`src/rtl/mem_load_port_pkg.sv`:
```
// Shared handshake constants for the load port and its data FIFO.
//
// Width helpers:
//   cnt_width(depth) : bits for a counter that holds 0..depth
//   ptr_width(depth) : bits for an index into a depth-entry array
//
// Optional feature macro used by this slice: MEM_LOAD_PORT_BYPASS_EN
package mem_load_port_pkg;

  // Counts run 0..depth inclusive, so they need one state more than an index.
  function automatic int cnt_width(input int depth);
    return $clog2(depth + 1);
  endfunction

  // Index width for a depth-entry array; a single entry still needs one bit.
  function automatic int ptr_width(input int depth);
    return (depth > 1) ? $clog2(depth) : 1;
  endfunction

endpackage

```
`src/rtl/mem_load_port_data_fifo.sv`:
```
// load_data_fifo: in-order data FIFO for load responses.
//
// Ports:
//   clk, rst      : clock and synchronous active-high reset
//   i_wr_en       : write request (ignored while full)
//   i_wr_data     : write data
//   i_rd_en       : pop request (ignored while empty)
//   o_rd_data     : head entry, zero while empty
//   o_empty       : no entries stored
//   o_full        : FIFO_DEPTH entries stored
//
// Data written in cycle N is visible at the head in cycle N+1.
module load_data_fifo
  import mem_load_port_pkg::*;
#(
  parameter int DATA_TYPE  = 32,
  parameter int FIFO_DEPTH = 4
) (
  input  logic                 clk,
  input  logic                 rst,
  input  logic                 i_wr_en,
  input  logic [DATA_TYPE-1:0] i_wr_data,
  input  logic                 i_rd_en,
  output logic [DATA_TYPE-1:0] o_rd_data,
  output logic                 o_empty,
  output logic                 o_full
);

  localparam int CNT_W = cnt_width(FIFO_DEPTH);
  localparam int PTR_W = ptr_width(FIFO_DEPTH);
  localparam logic [PTR_W-1:0] LAST_PTR  = PTR_W'(FIFO_DEPTH - 1);
  localparam logic [CNT_W-1:0] DEPTH_CNT = CNT_W'(FIFO_DEPTH);

  logic [DATA_TYPE-1:0] r_mem [0:FIFO_DEPTH-1];
  logic [PTR_W-1:0]     r_wr_ptr;
  logic [PTR_W-1:0]     r_rd_ptr;
  logic [CNT_W-1:0]     r_count;

  logic w_wr;
  logic w_rd;

  assign o_empty = (r_count == '0);
  assign o_full  = (r_count == DEPTH_CNT);
  assign w_wr    = i_wr_en & ~o_full;
  assign w_rd    = i_rd_en & ~o_empty;

  // Masking the head keeps dataOut at zero whenever nothing is stored,
  // including right after reset when the array holds stale contents.
  assign o_rd_data = o_empty ? '0 : r_mem[r_rd_ptr];

  always_ff @(posedge clk) begin
    if (w_wr) begin
      r_mem[r_wr_ptr] <= i_wr_data;
    end
  end

  // Pointers wrap at FIFO_DEPTH rather than at a power of two.
  always_ff @(posedge clk) begin
    if (rst) begin
      r_wr_ptr <= '0;
      r_rd_ptr <= '0;
      r_count  <= '0;
    end else begin
      if (w_wr) begin
        r_wr_ptr <= (r_wr_ptr == LAST_PTR) ? '0 : r_wr_ptr + 1'b1;
      end
      if (w_rd) begin
        r_rd_ptr <= (r_rd_ptr == LAST_PTR) ? '0 : r_rd_ptr + 1'b1;
      end
      case ({w_wr, w_rd})
        2'b10:   r_count <= r_count + 1'b1;
        2'b01:   r_count <= r_count - 1'b1;
        default: r_count <= r_count;
      endcase
    end
  end

endmodule

```
`src/rtl/mem_load_port.sv`:
```
// mem_load_port: connects a dataflow load to one ldAddr/ldData lane pair of
// a memory controller.
//
// Ports:
//   clk, rst                                   : clock, synchronous active-high reset
//   addrIn / addrIn_valid / addrIn_ready       : load address from the circuit
//   dataOut / dataOut_valid / dataOut_ready    : load result to the circuit
//   addrToMem / addrToMem_valid / addrToMem_ready : address to the controller
//   dataFromMem / dataFromMem_valid / dataFromMem_ready : data from the controller
//
// Optional feature: define MEM_LOAD_PORT_BYPASS_EN to forward dataFromMem
// straight to dataOut when the FIFO is empty and dataOut_ready is high.
// Without it every response passes through the FIFO (one cycle latency).
module mem_load_port
  import mem_load_port_pkg::*;
#(
  parameter int DATA_TYPE  = 32,
  parameter int ADDR_TYPE  = 32,
  parameter int FIFO_DEPTH = 4
) (
  input  logic                 clk,
  input  logic                 rst,
  input  logic [ADDR_TYPE-1:0] addrIn,
  input  logic                 addrIn_valid,
  output logic                 addrIn_ready,
  output logic [DATA_TYPE-1:0] dataOut,
  output logic                 dataOut_valid,
  input  logic                 dataOut_ready,
  output logic [ADDR_TYPE-1:0] addrToMem,
  output logic                 addrToMem_valid,
  input  logic                 addrToMem_ready,
  input  logic [DATA_TYPE-1:0] dataFromMem,
  input  logic                 dataFromMem_valid,
  output logic                 dataFromMem_ready
);

  localparam int CNT_W = cnt_width(FIFO_DEPTH);
  localparam logic [CNT_W-1:0] DEPTH_CNT = CNT_W'(FIFO_DEPTH);

  logic                 r_slot_valid;
  logic [ADDR_TYPE-1:0] r_slot_addr;
  logic [CNT_W-1:0]     r_outstanding;

  logic                 w_addr_in_fire;
  logic                 w_addr_out_fire;
  logic                 w_data_out_fire;
  logic                 w_mem_fire;
  logic                 w_fifo_wr;
  logic                 w_fifo_rd;
  logic                 w_fifo_empty;
  logic                 w_fifo_full;
  logic [DATA_TYPE-1:0] w_fifo_head;

  assign dataFromMem_ready = ~w_fifo_full;
  assign w_mem_fire        = dataFromMem_valid & ~w_fifo_full;

`ifdef MEM_LOAD_PORT_BYPASS_EN
  logic w_bypass;
  // A response arriving into an empty FIFO goes straight out when the
  // consumer is ready; otherwise it is stored and stays at the head.
  assign w_bypass      = w_fifo_empty & dataOut_ready;
  assign dataOut_valid = ~w_fifo_empty | dataFromMem_valid;
  assign dataOut       = ~w_fifo_empty     ? w_fifo_head :
                         dataFromMem_valid ? dataFromMem : '0;
  assign w_fifo_wr     = w_mem_fire & ~w_bypass;
`else
  assign dataOut_valid = ~w_fifo_empty;
  assign dataOut       = w_fifo_head;
  assign w_fifo_wr     = w_mem_fire;
`endif

  assign w_data_out_fire = dataOut_valid & dataOut_ready;
  assign w_fifo_rd       = w_data_out_fire & ~w_fifo_empty;

  assign addrToMem       = r_slot_addr;
  assign addrToMem_valid = r_slot_valid;
  assign w_addr_out_fire = r_slot_valid & addrToMem_ready;

  // Credit rule: an address is only accepted when its response is
  // guaranteed a FIFO entry, so the FIFO never back-pressures memory.
  // A dataOut transfer in the same cycle frees a credit immediately.
  assign addrIn_ready   = ~rst
                        & (~r_slot_valid | addrToMem_ready)
                        & ((r_outstanding < DEPTH_CNT) | w_data_out_fire);
  assign w_addr_in_fire = addrIn_valid & addrIn_ready;

  always_ff @(posedge clk) begin
    if (rst) begin
      r_slot_valid  <= 1'b0;
      r_slot_addr   <= '0;
      r_outstanding <= '0;
    end else begin
      if (w_addr_in_fire) begin
        r_slot_valid <= 1'b1;
        r_slot_addr  <= addrIn;
      end else if (w_addr_out_fire) begin
        r_slot_valid <= 1'b0;
      end
      case ({w_addr_in_fire, w_data_out_fire})
        2'b10:   r_outstanding <= r_outstanding + 1'b1;
        2'b01:   r_outstanding <= r_outstanding - 1'b1;
        default: r_outstanding <= r_outstanding;
      endcase
    end
  end

  load_data_fifo #(
    .DATA_TYPE  (DATA_TYPE),
    .FIFO_DEPTH (FIFO_DEPTH)
  ) u_load_data_fifo (
    .clk       (clk),
    .rst       (rst),
    .i_wr_en   (w_fifo_wr),
    .i_wr_data (dataFromMem),
    .i_rd_en   (w_fifo_rd),
    .o_rd_data (w_fifo_head),
    .o_empty   (w_fifo_empty),
    .o_full    (w_fifo_full)
  );

endmodule

```
`config.mk`:
```
export PLATFORM = sky130hd
export DESIGN_NAME = mem_load_port
export DESIGN_NICKNAME = d
export VERILOG_FILES = /design/src/rtl/mem_load_port_pkg.sv /design/src/rtl/mem_load_port_data_fifo.sv /design/src/rtl/mem_load_port.sv
export SDC_FILE = /design/constraint.sdc
export NUM_CORES = 1
export LEC_CHECK = 0
export ABC_AREA = 1
export BUFFER_PORTS_ARGS = -buffer_cell sky130_fd_sc_hd__buf_2
export CORE_MARGIN = 2
export CORE_UTILIZATION = 40
export CTS_CLUSTER_DIAMETER = 200
export DETAILED_ROUTE_END_ITERATION = 6
export SLEW_MARGIN = 25
export SYNTH_ARGS = -nofsm -noshare
export SYNTH_HDL_FRONTEND = slang
export SYNTH_SLANG_ARGS = --single-unit
```
`constraint.sdc`:
```
create_clock -name clk -period 5.08 [get_ports clk]
set_input_delay 0.254 -clock clk [delete_from_list [all_inputs] [get_ports clk]]
set_output_delay 0.254 -clock clk [all_outputs]
set_load 0.005 [all_outputs]
```
* Word level (Yosys, flattened, before mapping)
Memory sizes are Yosys's and may differ from the RTL's. A register that Yosys moved wholly into a read port is not among the register bits. Index checks and enable logic that the tools add are counted.
Storage, ports and cells: word-level logic and storage cells 51, bits of input ports 70, bits in registers 43, output and inout port bits 68, RAM bits 128, memories kept 1
Cells by class: mux-type cells 11, eq/ne operators 7, $add $sub $neg 6, bitwise logic cells 15, reduce and logical (&&, ||, !) cells 4, order comparisons 1
Memory list:
- u_load_data_fifo.r_mem | depth 4, bits a word 32, read ports 1, clocked after Yosys merged registers in 1, wr ports 1, line mem_load_port_data_fifo.sv:34 | logic [DATA_TYPE-1:0] r_mem [0:FIFO_DEPTH-1];
Operators by type and width (number):
- two-way mux 32 bit | 1
- one-hot mux 3 bit (2 select lines) | 2
- AND 1 bit | 9
- equality test 2 bit, second input constant | 4
- two-way mux 2 bit | 4
- adder 3 x 1 -> 3 bit, second input constant | 2
- nonzero test 2 bit | 3
- subtractor 3 x 1 -> 3 bit, second input constant | 2
- adder 2 x 1 -> 2 bit, second input constant | 2
- equality test 2 x 1 -> 1 bit, second input constant | 2
- two-way mux 1 bit | 4
- NOT 1 bit | 4
- equality test 3 bit, second input constant | 1
- logical NOT 3 bit | 1
- < comparator 3 bit, second input constant | 1
- OR 1 bit | 2

* Logic depth before layout (Yosys ltp)
Gate-level depths: netlist (run 1).
depth in word-level cells 8, gate-level depth with buffers 13, mapped depth without buffers 12

* Modules after synthesis
Synthesis (run 1) repeated with hierarchy kept, for this count alone.
Second synthesis, totals: cell total of the unflattened synthesis 789, area total of the unflattened synthesis 7432.1 µm²
Modules (own cells, without submodules):
- load_data_fifo | cells an instance 480, area an instance 5540.3 µm², seq. area each 4023.9 µm², times used 1
- mem_load_port | cells an instance 309, area an instance 1891.8 µm², seq. area each 720.7 µm², times used 1

* Worst setup path before layout (run 1)
OpenSTA, ideal clock, no wires.
path type register -> register, from reg u_load_data_fifo.r_count[1], to mem u_load_data_fifo.r_mem[0][0], enable pin, data required time 4.659 ns, arrival time 2.013 ns, cell stages (with the launch flop) 5, clock period less this slack 2.434 ns, buffers on the path 0, setup time 0.421 ns, path slack 2.646 ns, path through dfxtp_1 -> nor2_1 -> nand2_1 -> nand2_1 -> nor2_1
Between the ends: longest elaborated chain between the ends 6
RTL lines:
- from (decl) | line mem_load_port_data_fifo.sv:37 | logic [CNT_W-1:0] r_count;
- from (signal assigned) | line mem_load_port_data_fifo.sv:71 | 2'b10: r_count <= r_count + 1'b1;
- from (signal assigned) | line mem_load_port_data_fifo.sv:72 | 2'b01: r_count <= r_count - 1'b1;
- from (signal assigned) | line mem_load_port_data_fifo.sv:73 | default: r_count <= r_count;
- equality test 3 bit * | line mem_load_port_data_fifo.sv:43 | assign o_full = (r_count == DEPTH_CNT);
- NOT 1 bit *
- via dataFromMem_ready | line mem_load_port.sv:34 | output logic dataFromMem_ready
- AND 1 bit | line mem_load_port.sv:55 | assign w_mem_fire = dataFromMem_valid & ~w_fifo_full;
- AND 1 bit * | line mem_load_port_data_fifo.sv:44 | assign w_wr = i_wr_en & ~o_full;
- two-way mux 1 bit * | line mem_load_port_data_fifo.sv:52 | if (w_wr) begin
- two-way mux 1 bit (implied by the code) * | line mem_load_port_data_fifo.sv:53 | r_mem[r_wr_ptr] <= i_wr_data;
- to (decl) | line mem_load_port_data_fifo.sv:34
Mark *: on every way through the listed nets, which the timed path passes. The rest lies on a longest branch.

==> results.md, run 1 <==
Run status:
- The flow ran to the end, and the final reports show no timing, DRC or antenna violations.

Logic synthesis:
- The simple-gate share of the synthesized area is 15.7%.
- By area, the combinational part of the netlist is dominated by simple AND/OR/NAND/NOR gates.
- The post-synthesis cell count is 735.
- Sequential cells were found to cover 65.3% of the synthesized design area.
- Synthesis produced a netlist with a net count of 814.
- After synthesis the cells add up to 7270 um2.
- After synthesis, the share of cell area in mux cells is 0%.
- In this run, distinct cell masters in the synthesized netlist total 24.
- The synthesized netlist devotes 1.76% of its cell area to adder and majority cells.
- The number of warnings reported in the yosys synthesis log is 0.
- The mean instance size in the synthesized netlist is 9.89 um2.
- The register bit count reported by yosys is 173.
- Summing the areas of all xor and xnor instances in the mapped netlist gives 0% of the synthesized area.
- The compound-cell area share of the yosys netlist is 8.52%.

STA:
- The count of endpoints failing hold in the final timing report is 0.
- Clock skew on the completed layout was measured at 0.0127 ns.
- The final setup violation count is 0.
- The number of slew-limit violations in the final report is 0.
- The highest clock frequency the design can meet is 297 MHz.
- Setup total negative slack on the finished layout was measured at 0 ns.
- Measured against its own limit, the worst slew margin works out to 38.6%.
- In the post-route analysis, the smallest setup slack over all paths is 1.71 ns.
- In the finished design, the share of the clock period the worst path needs comes to 66.3%.
- At the pin with the least slew margin, the transition time is 0.919 ns.
- For the finished layout, the period the worst path requires is 3.37 ns.
- Setup repair after global routing left no endpoint under its margin.

Placed design:
- The post-placement cell count is 1069.
- Timing analysis after detailed placement gives a worst setup slack of 2.12 ns.
- In this run the tool buffered the top-level ports with 137 buffer cells.
- The final estimated routing congestion in global placement is 0.734.
- After detailed placement, the total cell area comes to 8180 um2.
- Once detailed placement completed, the half-perimeter wirelength came to 9.28 mm.

Critical path:
- The worst setup path is launched from a register.
- STA classifies the critical path endpoint as a primary output.
- The critical path in this run is classified as reg2out.
- The arrival time of data at the critical path endpoint is 3.11 ns.
- Of all nets on the critical path, the largest fanout is 65.
- At the worst endpoint, the required time is 4.83 ns.

Clock tree:
- Clock-pin slew was measured on the worst setup and hold paths at 0.06 ns.
- For the worst-skew pair, the clock arrives at the later sink with an insertion delay of 0.42 ns.
- The H-tree depth reported by CTS is 4.
- Hold repair after CTS inserted 0 buffers.
- In this run, CTS created clock tree buffers numbering 17.
- TritonCTS built the clock tree.
- In this run the deepest clock path goes through 2 buffers.
- The number of sinks handled by clock tree synthesis is 173.
- The number of cells upsized or downsized after cts is 0.
- Buffers added to address setup during post-CTS repair amount to 0.
- The tree is rooted in a clkbuf_16.

Global route:
- Entering global routing, the biggest net connects 66 pins.
- The total global-route track usage is 16.0%.
- After global routing the overflow that remains totals 0.
- The met1 demand-to-capacity share in global routing is 20.9%.
- The global-route layer with the greatest usage is met2.
- For this run, global-route usage on met2 was measured as 25.0%.
- The met3 usage is 5.25%.
- The first global-routing pass estimated 24.5 mm of wire.
- The number of global-route vias before repair was 4785.
- The initial antenna violation count is 1.

Floorplan:
- In this run the vertical extent of the chip is 139 um.
- The core region is 17900 um2.
- Once the floorplan was initialized, standard cells occupied 40.6% of the core.
- Row generation in the floorplan step produced 49 rows.
- The die area is 19300 um2.
- The die width is 139 um.
- The top-level I/O count is 138.

Run:
- Across the run, the number of max-cap violations was 0.

Pwr:
- The worst-case IR drop observed on VDD is 253 uV.
- The switching part of the total power is 33.4%.
- The sequential share of power is 41.0%.
- The part of the total power dissipated in the clock network is 30.1%.
- The static leakage is 0.00382 uW.
- The analysis attributes to net switching a power of 1410 uW.
- The internal power of the cells totals 2810 uW.
- For this design the ratio of total power to cell area is 479 nW/um2.
- The logic gate share of total power is 28.9%.

Routing:
- The routed wire length is 15.4 mm.
- For this block, the via count after detailed routing is 5067.
- The number of DRC violations after detailed-routing iteration 0 is 243.
- In this run the remaining antenna-violating nets after routing total 0.
- The number of DRC violations after detailed routing is 0.
- The per-cell via count in the routed design is 4.59.
- The routed length per instance is 14.0 um.
- The first-pass iteration count of the detailed router is 5.

Cells and area:
- The share of the core filled with cells is 49.3%.
- The share of cells above drive strength 1 is 21.9%.
- The count of nets after finishing is 940.
- Leaving out filler cells and counting taps, the final layout contains 1104.
- Summing all non-filler instances in the final layout gives an area of 8820 um2.
- The layout overhead on the synthesized area is 21.4%.

Hold path:
- The worst hold path belongs to the class in2reg.
final cells by class:
class,count,area (um2)
clock inverter,15,154
timing repair buffer,147,841
fill,1700,9080
antenna,1,2.50
multi-input combinational,404,1920
inverter,118,443
sequential,173,4750
tap,229,287
clock buffer,17,425
flip-flops by register name, summed over array words and instances (netlist names), named ones only:
register / flops
u_load_data_fifo.r_mem: 128
addrToMem: 32
r_outstanding: 3
u_load_data_fifo.r_count: 3
u_load_data_fifo.r_rd_ptr: 2
u_load_data_fifo.r_wr_ptr: 2
addrToMem_valid: 1
path summary, 6_finish.rpt:
check	cells past startpoint	slack (ns)	to	startpoint
max	6	1.71	dataOut[27]	register
min	1	0.05	u_load_data_fifo.r_mem[1][24]$_DFFE_PP_	dataFromMem[24]
max reg2reg	8	2.31	r_outstanding[1]$_SDFFE_PP0P_	addrToMem_valid$_SDFFE_PP0P_
min reg2reg	2	0.50	u_load_data_fifo.r_count[2]$_SDFFE_PP0P_	u_load_data_fifo.r_count[2]$_SDFFE_PP0P_
kinds of logic (layout without fill, tap and decap cells):
logic type	count (synthesis)	after routing
DFF	173	173
other	0	1
AOI/OAI and AO/OA	120	120
and+or+nand+nor	275	275
buffers and inverters	158	297
adders and majority gates	9	9
power by group through the flow:
stage	clock (uW)	sequential [uW]	combinational (uW)
finish	1270	1730	1220
global placement	0	1760	1210
global route	1360	1740	1400
floorplan	0	1760	765
detailed placement	0	1760	1230
CTS	1300	1730	1230
stage by stage:
step / total power [uW] / hold slack [ns]
finish: 4220 / 0.0517
global route: 4500 / 0.0291
CTS: 4270 / 0.0245
detailed placement: 2990 / 0.473
global placement: 2970 / 0.471
floorplan: 2530 / 0.323
per-layer routing:
metal	part of all wire [%]	up-vias
met5	0	-
met4	1.4	0
met3	7.1	16
met2	46	133
met1	45	2271
li1	-	2647
cell usage in the layout, fill, tap and decap left out, types with 2 or more instances in the layout:
cell / count
a21oi_1: 43
buf_16: 4
buf_2: 137
buf_4: 6
clkbuf_16: 17
clkinv_2: 2
clkinvlp_4: 3
dfxtp_1: 44
edfxtp_1: 128
fa_1: 2
ha_1: 7
inv_1: 115
inv_2: 2
inv_6: 6
inv_8: 2
nand2_1: 67
nand2_4: 2
nand4_1: 32
nor2_1: 168
nor2_4: 4
o21ai_0: 73
synthesized netlist by cell type:
master    instances  area (um2)
a21boi_0          1        7.51
inv_2             2        7.51
buf_2            15        75.1
dfxtp_1          45         901
o21ai_0          73         365
ha_1              7        87.6
clkbuf_1         18        67.6
nand4_1          32         200
a21oi_4           1        16.3
clkinv_1          1        3.75
o211a_1           1        10.0
fa_1              2        40.0
buf_4             1        7.51
edfxtp_1        128        3840
nand2_4           2        22.5
nand2_2           1        6.26
nand3_4           1        17.5
inv_1           115         432
buf_1             4        15.0
buf_6             2        22.5
nor2_1          172         646
a21oi_1          43         215
nand2_1          67         251
o21ai_1           1        5.00
worst max-delay path, stage by stage, from the launching register on:
cell	delay, ns
dfxtp_2	0.31
buf_4	0.52
clkinv_1	0.81
buf_4	0.50
o21ai_0	0.25
a21oi_1	0.11
buf_2	0.15
(Power assumes the default switching activity.)
==> inputs of run 2 (changes only) <==
clock period = 2.7 ns   (was 5.08 ns; I/O delays follow)
==> run 2 against run 1 <==
Net effect: die area did not move; non-clock buffer count rose by 43; via count rose by 5.6%; sequential share of layout area fell by 2.0 points; worst setup slack got worse by 1.2 ns; first-iteration DRC count rose by 2.9%; power rose by 90%; critical endpoint is now dataOut[30].
==> results.md, run 2 (synthesis gave the netlist of run 1 again) <==
Cells and area:
- The flip-flop count of the largest register, all copies and words added was 128 (unchanged).
- The layout overhead on the synthesized area is 26.0% (was 21.4%).
- Commonest cells after routing, fill and taps aside: 168 x nor2_1, 137 x buf_2, 128 x edfxtp_1 (unchanged).
- The most frequent standard cell in the layout excluding fill and tap cells is nor2_1 (unchanged).
- The number of cells in the finished layout apart from fillers is 1145 (was 1104).
- The count of antenna diodes in the layout is 0 (was 1).
- The register area is 4750 um2 (unchanged).
- The share of cells above drive strength 1 came to 21.5% (was 21.9%).
- The count of nets after finishing is 983 (was 940).
- The number of fill cells is 1646 (was 1700).
- The combined area of the multi-input logic cells is 1920 um2 (unchanged).
- The most flop-heavy register was u_load_data_fifo.r_mem (unchanged).

Floorplan:
- The overall die height came to 139 um (unchanged).
- The placeable core region is 17900 um2 (unchanged).
- The top-level I/O count is 138 (unchanged).
- The die width is 139 um (unchanged).
- The placement row count was 49 (unchanged).
- The initial standard-cell utilization of the core was 40.6% (unchanged).
- The die area was 19300 um2 (unchanged).

Global route:
- The number of global-route vias before repair was 5132 (was 4785).
- The overall overflow remaining after global route came to 0 (unchanged).
- The total global-route track usage was 17.0% (was 16.0%).
- The initial antenna violation count is 0 (was 1).
- The maximum number of pins on one net before global-route repair is 65 (was 66).
- The global-route wire length before repair was 26.0 mm (was 24.5 mm).

Critical path:
- The required time of the worst setup path is 2.57 ns (was 4.83 ns).
- The startpoint-to-endpoint class of the critical path is reg2out (unchanged).
- The largest fanout on the critical path was 20 (was 65).
- The kind of launch point of the worst setup path is a register (unchanged).
- The number of buffers and inverters on the critical path was 3 (was 4).
- The kind of capture point of the worst setup path is a primary output (unchanged).
- The arrival time of data at the critical path endpoint came to 2.02 ns (was 3.11 ns).
- CP cell instances: inv_1, buf_4, nor2_1, o21ai_0, a21oi_1, buf_2 (was buf_4, clkinv_1, buf_4, o21ai_0, a21oi_1, buf_2).
- The cell class contributing the biggest share of worst-path delay is buffers and inverters (unchanged).
- The cell with the largest stage delay on the worst path was inv_1 (was clkinv_1).
- The largest stage delay on the critical path was 0.58 ns (was 0.81 ns).

Pwr:
- The static leakage came to 0.00398 uW (was 0.00382 uW).
- The worst-case vdd ir drop was 503 uV (was 253 uV).
- The cell area power density was 875 nW/um2 (was 479 nW/um2).

Clock tree:
- The CTS buffer count was 17 (unchanged).
- The root buffer cell is clkbuf_16 (unchanged).
- The number of sinks handled by clock tree synthesis is 173 (unchanged).
- The H-tree depth reported by CTS was 4 (unchanged).
- The TritonCTS clock tree is yes (unchanged).
- The clock slew at the register clock pins of the worst setup and hold paths is 0.06 ns (about the same).
- The maximum clock path buffer count came to 2 (unchanged).
- The post-CTS setup-driven buffer insertion count is 0 (unchanged).
- The insertion delay of the later-clocked pin in the worst-skew pair is 0.42 ns (about the same).

STA:
- The worst clock skew was 0.00836 ns (was 0.0127 ns).
- The highest clock frequency the design can meet is 465 MHz.
- The count of endpoints failing hold in the final timing report was 0 (unchanged).
- The final setup violation count is 0 (unchanged).
- The shortest clock period the worst path allows after layout is 2.15 ns.
- The slew at the pin closest to its max-slew limit is 0.875 ns (was 0.919 ns).
- RSZ-0062 raised after global routing: no (unchanged).
- The sum of negative setup slack is 0 ns (unchanged).
- Of the available clock period, the critical path in the final layout requires 79.7%.
- The worst max-slew margin expressed relative to the limit was 41.6% (was 38.6%).
- The number of slew-limit violations in the final report was 0 (unchanged).

Routing:
- The number of DRC violations after detailed routing was 0 (unchanged).
- The first-pass iteration count of the detailed router is 4 (was 5).
- The per-cell via count in the routed design is 4.67 (was 4.59).
- The number of DRC violations after detailed-routing iteration 0 is 250 (was 243).
- The routed wire length is 16.0 mm (was 15.4 mm).
- The number of vias after detailed routing came to 5349 (was 5067).
- The routed length per instance came to 14.0 um (about the same).
- The remaining antenna violation count after routing is 0 (unchanged).

Placed design:
- The final estimated routing congestion in global placement is 0.719 (was 0.734).
- The post-placement cell count is 1081 (was 1069).
- The post-DP HPWL is 9.85 mm (was 9.28 mm).
- The quantity of I/O buffers inserted on ports is 137 (unchanged).

Hold path:
- The worst min-delay path category is in2reg (unchanged).

Run:
- The number of maximum-capacitance violations came to 0 (unchanged).

Run status:
- Outcome: completed (unchanged).
run 2: final timing paths:
kind                                            startpoint  slack [ns]                                       end  cells past startpoint
setup / recovery                                  register        0.55                               dataOut[30]                      6
setup reg to reg  u_load_data_fifo.r_count[0]$_SDFFE_PP0P_        0.66  u_load_data_fifo.r_count[2]$_SDFFE_PP0P_                     11
hold / removal                             addrToMem_ready        0.02              addrToMem_valid$_SDFFE_PP0P_                      4
hold reg to reg              r_outstanding[1]$_SDFFE_PP0P_        0.50             r_outstanding[1]$_SDFFE_PP0P_                      2
run 2: worst register-to-register path: stages, from the launching register on:
cell and delay [ns]:
dfxtp_1 0.31, nor2_1 0.17, nand2_1 0.10, nand2_1 0.07, buf_4 0.20, ha_1 0.18
inv_1 0.06, fa_1 0.37, a21oi_1 0.14, o21ai_0 0.11, o21ai_0 0.16, a21oi_1 0.05
run 2: metrics by stage:
step	cell area [um2]	hold WS (ns)	power, uW	util, %	worst slack, ns
floorplan	7270	0.204	4750	-	0.266
global placement	8260	0.351	5690	46.1	0.717
CTS	9160	0.000986	8120	51.1	0.511
detailed placement	8260	0.351	5710	46.1	0.691
global route	9160	0.0226	8540	51.1	0.364
finish	9160	0.0180	8010	51.1	0.548
run 2: timing repair:
| action | CTS | global route |
|---|---|---|
| hold buffers | 33 | 0 |
| setup endpoints to repair | 0 | 0 |
| resized for setup | 0 | 0 |
| endpoints found under the hold margin | 131 | 0 |
run 2: power by group:
group | total [uW] | switching [uW] | internal [uW]
sequential | 3260 | 95.1 | 3170
combinational | 2390 | 1520 | 872
clock | 2360 | 1000 | 1360
run 2: routing by layer:
metal,routed length [um],GRT usage [%],vias to the layer above
met5,0,0,-
met4,230,6.01,0
met3,1120,5.04,16
met2,7560,27.8,152
met1,7130,21.7,2456
li1,-,-,2725
run 2: area by class of cell:
| type | count | share of cell area, % |
|---|---|---|
| Clock inverter | 14 | 1.57 |
| Inverter | 118 | 4.84 |
| Clock buffer | 17 | 4.65 |
| Multi-Input combinational cell | 404 | 21.0 |
| Sequential cell | 173 | 51.8 |
| Timing Repair Buffer | 190 | 13.0 |
| Tap cell | 229 | 3.13 |
==> inputs of run 3 (changes only) <==
clock period = 2 ns   (was 2.7 ns; I/O delays follow)
==> run 3 against run 2 <==
Net effect: utilization grew 1.4 points; worst setup slack got worse by 0.41 ns; global-route usage decreased by 0.23 points; clock-buffer cell count is 2 higher.
==> results.md, run 3 (synthesis gave the netlist of run 1 again) <==
Placed design:
- The placement-stage cell area is 8320 um2 (was 8260 um2).
- The final estimated routing congestion in global placement is 0.721 (was 0.719).
- The post-DP HPWL is 9.35 mm (was 9.85 mm).
- The post-placement cell count is 1083 (was 1081).
- The quantity of I/O buffers inserted on ports came to 137 (unchanged).

Pwr:
- The internal power of the cells came to 7170 uW (was 5400 uW).
- The worst-case vdd ir drop is 618 uV (was 503 uV).
- The sequential share of power is 41.2% (was 40.7%).
- The logic gate share of total power is 31.5% (was 29.8%).
- The net switching power is 3520 uW (was 2610 uW).
- The static leakage is 0.00409 uW (was 0.00398 uW).
- The switching part of the total power came to 33.0% (was 32.6%).
- The cell area power density came to 1140 nW/um2 (was 875 nW/um2).
- The part of the total power dissipated in the clock network is 27.3% (was 29.4%).

STA:
- The number of slew-limit violations in the final report came to 0 (unchanged).
- The worst max-slew margin expressed relative to the limit is 67.5% (was 41.6%).
- In the finished design, the share of the clock period the worst path needs comes to 93.1%.
- The count of endpoints failing hold in the final timing report was 0 (unchanged).
- RSZ-0062 raised after global routing: yes (was no).
- The worst clock skew came to 0.00650 ns (was 0.00836 ns).
- The shortest clock period the worst path allows after layout is 1.86 ns.
- The slew at the pin closest to its max-slew limit came to 0.487 ns (was 0.875 ns).
- The final setup violation count is 0 (unchanged).
- Timing would allow up to 537 MHz.
- The sum of negative setup slack is 0 ns (unchanged).

Critical path:
- The required time of the worst setup path was 2.30 ns (was 2.57 ns).
- The startpoint-to-endpoint class of the critical path is reg2reg (was reg2out).
- The kind of launch point of the worst setup path is a register (unchanged).
- The largest stage delay on the critical path was 0.37 ns (was 0.58 ns).
- The number of buffers and inverters on the critical path is 1 (was 3).
- The largest fanout on the critical path is 5 (was 20).
- The cell class contributing the biggest share of worst-path delay was adder cells (was buffers and inverters).
- CP cell instances: nor2_2, nand2_2, nand2_4, nand2_4, nand3_4, ha_1, inv_1, fa_1, a21oi_1, o21ai_1, o21ai_1, a21oi_1 (was inv_1, buf_4, nor2_1, o21ai_0, a21oi_1, buf_2).
- The cell with the largest stage delay on the worst path is fa_1 (was inv_1).
- The kind of capture point of the worst setup path is a register (was primary output).
- The origin of the worst setup path is u_load_data_fifo.r_count[1]$_SDFFE_PP0P_.
- The arrival time of data at the critical path endpoint came to 2.16 ns (was 2.02 ns).
- The worst reg2reg path startpoint was u_load_data_fifo.r_count[1]$_SDFFE_PP0P_ (was u_load_data_fifo.r_count[0]$_SDFFE_PP0P_).

Routing:
- The routed length per instance is 13.5 um (was 14.0 um).
- The number of DRC violations after detailed-routing iteration 0 is 285 (was 250).
- The per-cell via count in the routed design is 4.63 (was 4.67).
- The first-pass iteration count of the detailed router came to 5 (was 4).
- The number of DRC violations after detailed routing is 0 (unchanged).
- The routed wire length was 15.8 mm (was 16.0 mm).
- The remaining antenna violation count after routing is 0 (unchanged).
- The number of vias after detailed routing was 5419 (was 5349).

Global route:
- The total global-route track usage is 16.8% (was 17.0%).
- The number of global-route vias before repair is 5245 (was 5132).
- The initial antenna violation count is 0 (unchanged).
- The overall overflow remaining after global route is 0 (unchanged).
- The global-route wire length before repair is 25.8 mm (was 26.0 mm).
- The maximum number of pins on one net before global-route repair is 65 (unchanged).

Run status:
- Outcome: completed (unchanged).

Floorplan:
- The placement row count is 49 (unchanged).
- The overall die height is 139 um (unchanged).
- The placeable core region was 17900 um2 (unchanged).
- The die area is 19300 um2 (unchanged).
- The initial standard-cell utilization of the core is 40.6% (unchanged).
- The top-level I/O count was 138 (unchanged).
- The die width is 139 um (unchanged).

Cells and area:
- The share of cells above drive strength 1 is 21.4% (was 21.5%).
- The final cell area excluding filler cells came to 9400 um2 (was 9160 um2).
- The most frequent standard cell in the layout excluding fill and tap cells was nor2_1 (unchanged).
- The number of cells in the finished layout apart from fillers is 1170 (was 1145).
- The layout overhead on the synthesized area is 29.4% (was 26.0%).
- The count of antenna diodes in the layout came to 0 (unchanged).
- The number of fill cells is 1597 (was 1646).
- The register area was 4750 um2 (unchanged).
- Commonest cells after routing, fill and taps aside: 167 x nor2_1, 137 x buf_2, 128 x edfxtp_1 (was 168 x nor2_1, 137 x buf_2, 128 x edfxtp_1).
- The flip-flop count of the largest register, all copies and words added is 128 (unchanged).
- The most flop-heavy register was u_load_data_fifo.r_mem (unchanged).
- The count of nets after finishing was 1007 (was 983).
- The combined area of the multi-input logic cells is 1920 um2 (about the same).

Run:
- The number of maximum-capacitance violations is 0 (unchanged).

Clock tree:
- The post-CTS setup-driven buffer insertion count is 0 (unchanged).
- The TritonCTS clock tree was yes (unchanged).
- The insertion delay of the later-clocked pin in the worst-skew pair was 0.41 ns (was 0.42 ns).
- The maximum clock path buffer count is 2 (unchanged).
- The root buffer cell was clkbuf_16 (unchanged).
- The H-tree depth reported by CTS came to 4 (unchanged).
- The CTS buffer count is 17 (unchanged).
- The clock slew at the register clock pins of the worst setup and hold paths is 0.06 ns (about the same).
- The number of sinks handled by clock tree synthesis is 173 (unchanged).

Hold path:
- The startpoint of the most critical hold path is addrIn[7] (was addrToMem_ready).
- The worst min-delay path category is in2reg (unchanged).
-- run 3: per-layer routing --
| layer | share of wire (%) | GRT usage (%) |
|---|---|---|
| met5 | 0 | 0 |
| met3 | 7.4 | 5.01 |
| met2 | 48 | 27.7 |
| met4 | 0.92 | 5.69 |
| met1 | 44 | 21.2 |
-- run 3: cell type report --
class,instances,area share [%]
clock buffers,19,4.60
flip-flops and latches,173,50.5
inverters,118,4.71
repair buffers,214,15.7
clock inverters,13,0.971
multi-input cells,404,20.5
well taps,229,3.05
-- run 3: final timing paths --
check        slack (ns)  cells past startpoint                             to
max                0.14                     12  r_outstanding[2]$_SDFFE_PP0P_
min                0.02                      5      addrToMem[7]$_SDFFE_PP0P_
max reg2reg        0.14                     12  r_outstanding[2]$_SDFFE_PP0P_
min reg2reg        0.50                      4     addrToMem[31]$_SDFFE_PP0P_
-- run 3: repair_timing --
action                                 CTS  global route
hold buffers                            55             0
setup endpoints to repair                0             4
resized for setup                        0             4
endpoints found under the hold margin  152             0
-- run 3: metrics by stage --
stage	power [uW]	setup WS (ns)	hold slack (ns)	util (%)
finish	10700	0.138	0.0225	52.5
global route	11400	-0.0385	0.0311	52.5
CTS	10800	0.0386	0.00243	52.5
detailed placement	7800	0.0589	0.320	46.5
global placement	7760	0.0735	0.319	46.5
floorplan	6420	-0.434	0.169	-
-- run 3: power by group through the flow --
stage          Combinational, uW  Clock [uW]  Sequential, uW
4_1_cts                     3420        3000            4410
6_report                    3370        2910            4410
5_1_grt                     3820        3130            4450
2_1_floorplan               1940           0            4470
3_3_place_gp                3290           0            4470
3_5_place_dp                3320           0            4480
-- run 3: worst register-to-register path: cells and delay by family, from the launching register on --
family	cells	cell delay, ns
buffers and inverters	1	0.06
adders and majority gates	2	0.52
DFF	1	0.32
and+or+nand+nor	5	0.44
AOI/OAI and AO/OA	4	0.41
